## config.mk

```make
export PLATFORM = sky130hd
export DESIGN_NAME = icache_direct
export DESIGN_NICKNAME = d
export VERILOG_FILES = /design/src/rtl/icache_pkg.sv /design/src/rtl/icache_array.sv /design/src/rtl/icache_direct.sv
export SDC_FILE = /design/constraint.sdc
export NUM_CORES = 2
export LEC_CHECK = 0
export CAP_MARGIN = 0
export CORE_AREA = 3 3 411 413
export CTS_BUF_LIST = sky130_fd_sc_hd__clkbuf_8
export DETAILED_ROUTE_END_ITERATION = 16
export DIE_AREA = 0 0 414 416
export PLACE_DENSITY_LB_ADDON = 0.25
export SETUP_SLACK_MARGIN = 0.2
export SYNTH_ARGS = -nofsm -noshare
export SYNTH_HDL_FRONTEND = slang
export SYNTH_HIERARCHICAL = 1
export SYNTH_SLANG_ARGS = --single-unit
```

## constraint.sdc

```tcl
create_clock -name clk -period 5.05 [get_ports clk]
set_clock_uncertainty 0.05 [all_clocks]
set_input_delay 1.01 -clock clk [delete_from_list [all_inputs] [get_ports clk]]
set_output_delay 1.01 -clock clk [all_outputs]
set_load 0.1 [all_outputs]
```

## src/rtl/icache_pkg.sv

```systemverilog
// Shared types and geometry helpers for the direct-mapped instruction cache.
package icache_pkg;

  typedef enum logic [1:0] {
    IDLE = 2'd0,
    REQ  = 2'd1,
    RESP = 2'd2
  } state_t;

  localparam int unsigned ADDR_BITS        = 32;
  localparam int unsigned BYTE_OFFSET_BITS = 2;

  function automatic int unsigned offset_bits(input int unsigned words_per_line);
    return $clog2(words_per_line);
  endfunction

  function automatic int unsigned index_bits(input int unsigned num_lines);
    return $clog2(num_lines);
  endfunction

  function automatic int unsigned tag_bits(input int unsigned num_lines,
                                           input int unsigned words_per_line);
    return ADDR_BITS - BYTE_OFFSET_BITS - offset_bits(words_per_line) - index_bits(num_lines);
  endfunction

endpackage

```

## src/rtl/icache_array.sv

```systemverilog
// Valid/tag/data storage for icache_direct: combinational read, synchronous
// word and tag writes, synchronous clear of every valid bit on rst.
module icache_array
  import icache_pkg::*;
#(
  parameter int NUM_LINES      = 16,
  parameter int WORDS_PER_LINE = 4,
  localparam int OB = offset_bits(WORDS_PER_LINE),
  localparam int IB = index_bits(NUM_LINES),
  localparam int TB = tag_bits(NUM_LINES, WORDS_PER_LINE)
) (
  input  logic          clk,
  input  logic          rst,
  input  logic [IB-1:0] rd_index,
  input  logic [OB-1:0] rd_offset,
  output logic          rd_valid,
  output logic [TB-1:0] rd_tag,
  output logic [31:0]   rd_data,
  input  logic          wr_en,
  input  logic [IB-1:0] wr_index,
  input  logic [OB-1:0] wr_offset,
  input  logic [31:0]   wr_data,
  input  logic          tag_wr_en,
  input  logic [TB-1:0] tag_wr
);

  logic [NUM_LINES-1:0] valid_q;
  logic [TB-1:0]        tag_mem  [NUM_LINES];
  logic [31:0]          data_mem [NUM_LINES*WORDS_PER_LINE];

  // NOTE: sequential state is always assigned with <= so every flop samples
  // the pre-edge values, independent of block ordering.
  always_ff @(posedge clk) begin
    if (rst) begin
      valid_q <= '0;
    end else if (tag_wr_en) begin
      valid_q[wr_index] <= 1'b1;
    end
  end

  // NOTE: tag and data arrays carry no reset; the valid bits alone decide
  // whether their contents mean anything, so they can map onto plain RAM.
  always_ff @(posedge clk) begin
    if (tag_wr_en) tag_mem[wr_index] <= tag_wr;
    if (wr_en)     data_mem[{wr_index, wr_offset}] <= wr_data;
  end

  assign rd_valid = valid_q[rd_index];
  assign rd_tag   = tag_mem[rd_index];
  assign rd_data  = data_mem[{rd_index, rd_offset}];

endmodule

```

## src/rtl/icache_direct.sv

```systemverilog
// Direct-mapped read-only instruction cache with word-at-a-time line refill.
// Define ICACHE_STATS_EN to add the stat_hits / stat_misses counters.
module icache_direct
  import icache_pkg::*;
#(
  parameter int NUM_LINES      = 16,
  parameter int WORDS_PER_LINE = 4
) (
  input  logic        clk,
  input  logic        rst,
  input  logic        imemreq_val,
  input  logic [31:0] imemreq_addr,
  output logic        imemresp_val,
  output logic [31:0] imemresp_data,
  output logic        memreq_val,
  input  logic        memreq_rdy,
  output logic [31:0] memreq_addr,
  input  logic        memresp_val,
  input  logic [31:0] memresp_data
`ifdef ICACHE_STATS_EN
  ,
  output logic [31:0] stat_hits,
  output logic [31:0] stat_misses
`endif
);

  localparam int OB = offset_bits(WORDS_PER_LINE);
  localparam int IB = index_bits(NUM_LINES);
  localparam int TB = tag_bits(NUM_LINES, WORDS_PER_LINE);

  state_t        state;
  logic [TB-1:0] miss_tag;
  logic [IB-1:0] miss_index;
  logic [OB-1:0] word_cnt;
  logic [OB-1:0] next_cnt;

  logic [OB-1:0] req_offset;
  logic [IB-1:0] req_index;
  logic [TB-1:0] req_tag;
  logic          unused_byte_bits;

  logic          rd_valid;
  logic [TB-1:0] rd_tag;
  logic          lookup_hit;
  logic          miss;
  logic          last_word;
  logic          refill_wr;

  assign req_offset       = imemreq_addr[OB+1:2];
  assign req_index        = imemreq_addr[IB+OB+1:OB+2];
  assign req_tag          = imemreq_addr[31:IB+OB+2];
  assign unused_byte_bits = ^imemreq_addr[1:0];

  assign lookup_hit   = rd_valid && (rd_tag == req_tag);
  assign imemresp_val = (state == IDLE) && imemreq_val && lookup_hit;
  assign miss         = (state == IDLE) && imemreq_val && !lookup_hit;

  assign next_cnt  = word_cnt + OB'(1);
  assign last_word = (word_cnt == OB'(WORDS_PER_LINE - 1));
  // Responses outside RESP, or in the reset cycle, never touch the arrays.
  assign refill_wr = (state == RESP) && memresp_val && !rst;

  icache_array #(
    .NUM_LINES      (NUM_LINES),
    .WORDS_PER_LINE (WORDS_PER_LINE)
  ) u_array (
    .clk       (clk),
    .rst       (rst),
    .rd_index  (req_index),
    .rd_offset (req_offset),
    .rd_valid  (rd_valid),
    .rd_tag    (rd_tag),
    .rd_data   (imemresp_data),
    .wr_en     (refill_wr),
    .wr_index  (miss_index),
    .wr_offset (word_cnt),
    .wr_data   (memresp_data),
    .tag_wr_en (refill_wr && last_word),
    .tag_wr    (miss_tag)
  );

  always_ff @(posedge clk) begin
    if (rst) begin
      state       <= IDLE;
      word_cnt    <= '0;
      memreq_val  <= 1'b0;
      memreq_addr <= '0;
    end else begin
      case (state)
        IDLE: begin
          if (miss) begin
            state       <= REQ;
            word_cnt    <= '0;
            memreq_val  <= 1'b1;
            memreq_addr <= {req_tag, req_index, {OB{1'b0}}, 2'b00};
          end
        end
        REQ: begin
          if (memreq_rdy) begin
            state       <= RESP;
            memreq_val  <= 1'b0;
            memreq_addr <= '0;
          end
        end
        RESP: begin
          if (memresp_val) begin
            if (last_word) begin
              state <= IDLE;
            end else begin
              state       <= REQ;
              word_cnt    <= next_cnt;
              memreq_val  <= 1'b1;
              memreq_addr <= {miss_tag, miss_index, next_cnt, 2'b00};
            end
          end
        end
        default: state <= IDLE;
      endcase
    end
  end

  // The miss line is held for the whole refill, whatever the processor does.
  always_ff @(posedge clk) begin
    if (miss) begin
      miss_tag   <= req_tag;
      miss_index <= req_index;
    end
  end

`ifdef ICACHE_STATS_EN
  always_ff @(posedge clk) begin
    if (rst) begin
      stat_hits   <= '0;
      stat_misses <= '0;
    end else begin
      if (imemresp_val) stat_hits   <= stat_hits + 32'd1;
      if (miss)         stat_misses <= stat_misses + 32'd1;
    end
  end
`endif

endmodule

```

==> run summary <==
- **leakage power** 35.1 nW
- **final number of setup-violating endpoints** 0
- **hold slack final** 0.405 ns
- **Largest delay share family, worst path** multiplexers
- **flop and latch count out of synthesis** 2,511
- **Max Root-Sink Buffers** 4
- **utilization after layout** 0.664
- **Die Width** 414 um
- **delay of the slowest cell on the worst path** 0.55 ns
- **count of H-tree levels built during CTS** 5
- **detailed-route via count** 49,000
- **maximum frequency from static timing analysis** 0.202 GHz
- **# nets final** 5,056
- **clock tree from TritonCTS** done
- **setup repair after global routing missed its margin** true
- **Hold Buf Count CTS** 0
- **placed instance count** 6,761
- **starting density of the core** 0.580
- **largest net degree at the start of global routing** 73
- **time the final worst path needs with I/O delays and setup** 4.96 ns
- **data arrival time of the critical path** 3.90 ns
- **Worst IR Drop VDD** 0.334 mV
- **outcome** completed
- **gr ovfl total** 0
- **count of unique library cells instantiated by Yosys** 54
- **worst path required time** 3.99 ns
- **final hold violation count** 0
- **Sequential Area** 0.0749 mm2
- **share of flip-flops with an asynchronous set or reset** 0
- **number of placement rows** 149
- **Clock transition at path regs** 0.06 ns
- **Residual DRC** 0
- **final setup slack of the worst path** 0.0915 ns
- **dominant cell type by area after synthesis** edfxtp_1
- **gate count after technology mapping** 4,404
- **die height** 416 um
- **num ports** 135
- **cell-by-cell listing of the critical path** buf_16 -> buf_12 -> buf_12 -> mux4_2 -> mux4_2 -> xnor2_4 -> nand2_1 -> nor4_4 -> buf_4 -> nand3_1 -> nor2_4 -> buf_12
- **final standard cell count with taps included and fillers excluded** 7,453
- **maximum fanout along the worst path** 17
- **remaining antenna violation count** 0
- **Relative slew margins** 0.127
- **number of buffers inserted during clock tree synthesis** 399
- **DR WL/cell** 32.3 um
- **Detailed Place HPWL** 139 mm
- **sinks on the clock net** 2,511
- **max capacitance violation total** 0
- **first-pass GRT wire length** 348 mm
- **floorplan die area** 0.172 mm2
- **share of the synthesized area in the top cell type** 0.771
- **total length of routed wires** 240 mm
- **average vias per placed instance** 6.58
- **placement-stage worst setup slack** -0.250 ns
- **Max Slew Vio Count** 0
- **buffers plus inverters on the worst setup path** 5
- **insertion delay to the later sink of the worst-skew pair** 1.04 ns
- **ranking of synthesized cells by instance count** edfxtp_1, mux4_2, mux2i_1
- **combined area of the multi-input logic cells** 0.0206 mm2
- **Primary FF master, synth** edfxtp_1
- **Port Buf Inserts** 130
- **Total GRT Usage** 0.282
- **core outline area** 0.165 mm2
- **critical path type** in2out
- **antenna violations before repair** 30
- **synthesized area divided by synthesized cell count** 21.8 um2
- **startpoint class of the critical path** primary input
- **top cells by area in the synthesized netlist** edfxtp_1, mux4_2, mux2i_1
- **fill count** 10,500
- **power per unit of standard cell area** 383 mW/mm2
- **slowest cell on the critical path** mux4_2
- **Root Buffer** clkbuf_8
- **most frequent cell after synthesis** edfxtp_1
- **RD Place Congestion** 0.824
- **post-route fraction of the period consumed by the critical path** 0.982
- **Worst-Margin Slew** 1.31 ns
- **endpoint type of the worst setup path** primary output
- **placed instance area** 0.102 mm2
- **sequential cell area fraction in the yosys report** 0.781
- **Synth warnings** 6
- **via count of the first global-routing pass** 49,500
- **count of routing violations after the opening detailed-route iteration** 6,665
- **DR pass1 iterations** 6
- **number of synthesized flops with an enable pin** 2,460
- **crit-path most repeated cell** buf_12
- **Synth Cell Area** 0.0958 mm2
- **post-route standard cell area excluding fillers** 0.110 mm2
- **share of layout cells above drive strength 1** 0.290
- **layout overhead on the synthesized area** 14.3%
- **class of the worst hold path** reg2reg
==> worst reg2reg max path, delay by kind of cell (launching register included) <==
kind | cells | cell delay (ns)
DFF | 1 | 0.36
and+or+nand+nor | 4 | 2.34
buffers and inverters | 2 | 0.51
adders and majority gates | 1 | 0.30
==> stage by stage <==
step	power [mW]	setup TNS [ns]
final	41.9	0
after global routing	43.3	0
after CTS	42.2	0
after detailed placement	27.0	-3.27
after global placement	27.0	-1.50
after floorplan	25.6	-0.204
==> report_power, final <==
part	switching, mW	total (mW)	internal, mW
sequential	0.168	23.3	23.1
clock	7.53	15.3	7.75
combinational	2.25	3.38	1.13
total	9.95	41.9	32.0
==> metal layers <==
metal	routed length (um)	GRT usage	share of wire	vias to the layer above
met5	42	0	0.00017	-
met4	7490	0.0927	0.031	6
li1	-	-	-	19900
met3	25900	0.0660	0.11	478
met2	117000	0.444	0.49	2842
met1	90200	0.398	0.38	25800
==> kinds of logic (layout without fill, tap and decap cells) <==
| group | after synthesis | after routing | share of synthesized area |
|---|---|---|---|
| other cells | 1 | 12 | 0.0000391 |
| buf+inv | 264 | 1113 | 0.0126 |
| mux | 737 | 737 | 0.148 |
| xor+xnor | 24 | 24 | 0.00219 |
| compound gates | 435 | 435 | 0.0325 |
| simple gates | 426 | 426 | 0.0226 |
| flops | 2511 | 2511 | 0.781 |
| fa+ha+maj | 6 | 6 | 0.000783 |
==> layout by cell type (no fill, tap or decap), types with 24 or more instances in the layout <==
cell type / count
clkdlybuf4s50_1: 59
clkbuf_8: 416
edfxtp_1: 2460
nand2_1: 80
nand3_1: 39
a22oi_1: 152
o22ai_1: 49
o21ai_0: 41
a211oi_1: 40
and3_1: 25
dfxtp_1: 51
buf_4: 248
or4_1: 34
mux4_2: 541
mux2i_1: 181
inv_1: 114
nor2_1: 39
clkinv_2: 46
buf_12: 86
clkinv_1: 93
o221ai_1: 46
buf_2: 33
nor2_4: 83
nor2b_1: 57
a21oi_1: 31
a221oi_1: 24
==> path summary, 6_finish.rpt <==
| path | start | end | slack (ns) | depth (start not counted) |
|---|---|---|---|---|
| worst min register to register | memreq_addr[31] | memreq_addr[31] | 0.40 | 2 |
| worst min-delay path | memreq_addr[31] | memreq_addr[31] | 0.40 | 2 |
| worst max-delay path | imemreq_addr[4] | imemresp_val | 0.09 | 12 |
| worst max register to register | state[0] | u_array/data_mem[32][17] | 1.18 | 7 |
==> sequential cells by signal (all words and copies together), names as in the netlist <==
name	cells
miss_index	4
u_array/valid_q	16
memreq_addr	30
u_array/data_mem	2048
miss_tag	24
state	2
word_cnt	2
u_array/tag_mem	384
memreq_val	1
==> layout make-up <==
class,instances,share of cell area
antenna,10,0.000228
clock buffer,416,0.0522
clock inverter,258,0.0105
inverter,5,0.000171
multi-input combinational,1630,0.188
sequential,2511,0.683
tap,2189,0.0250
timing repair buffer,434,0.0408
==> what timing repair did <==
item	4_1_cts	5_1_grt
resized for setup	16	10
pin swaps	1	2
gates cloned	0	0
endpoints found under the setup margin	3	6
setup buffers	0	8
No activity file was read; power rests on OpenSTA's default activity.
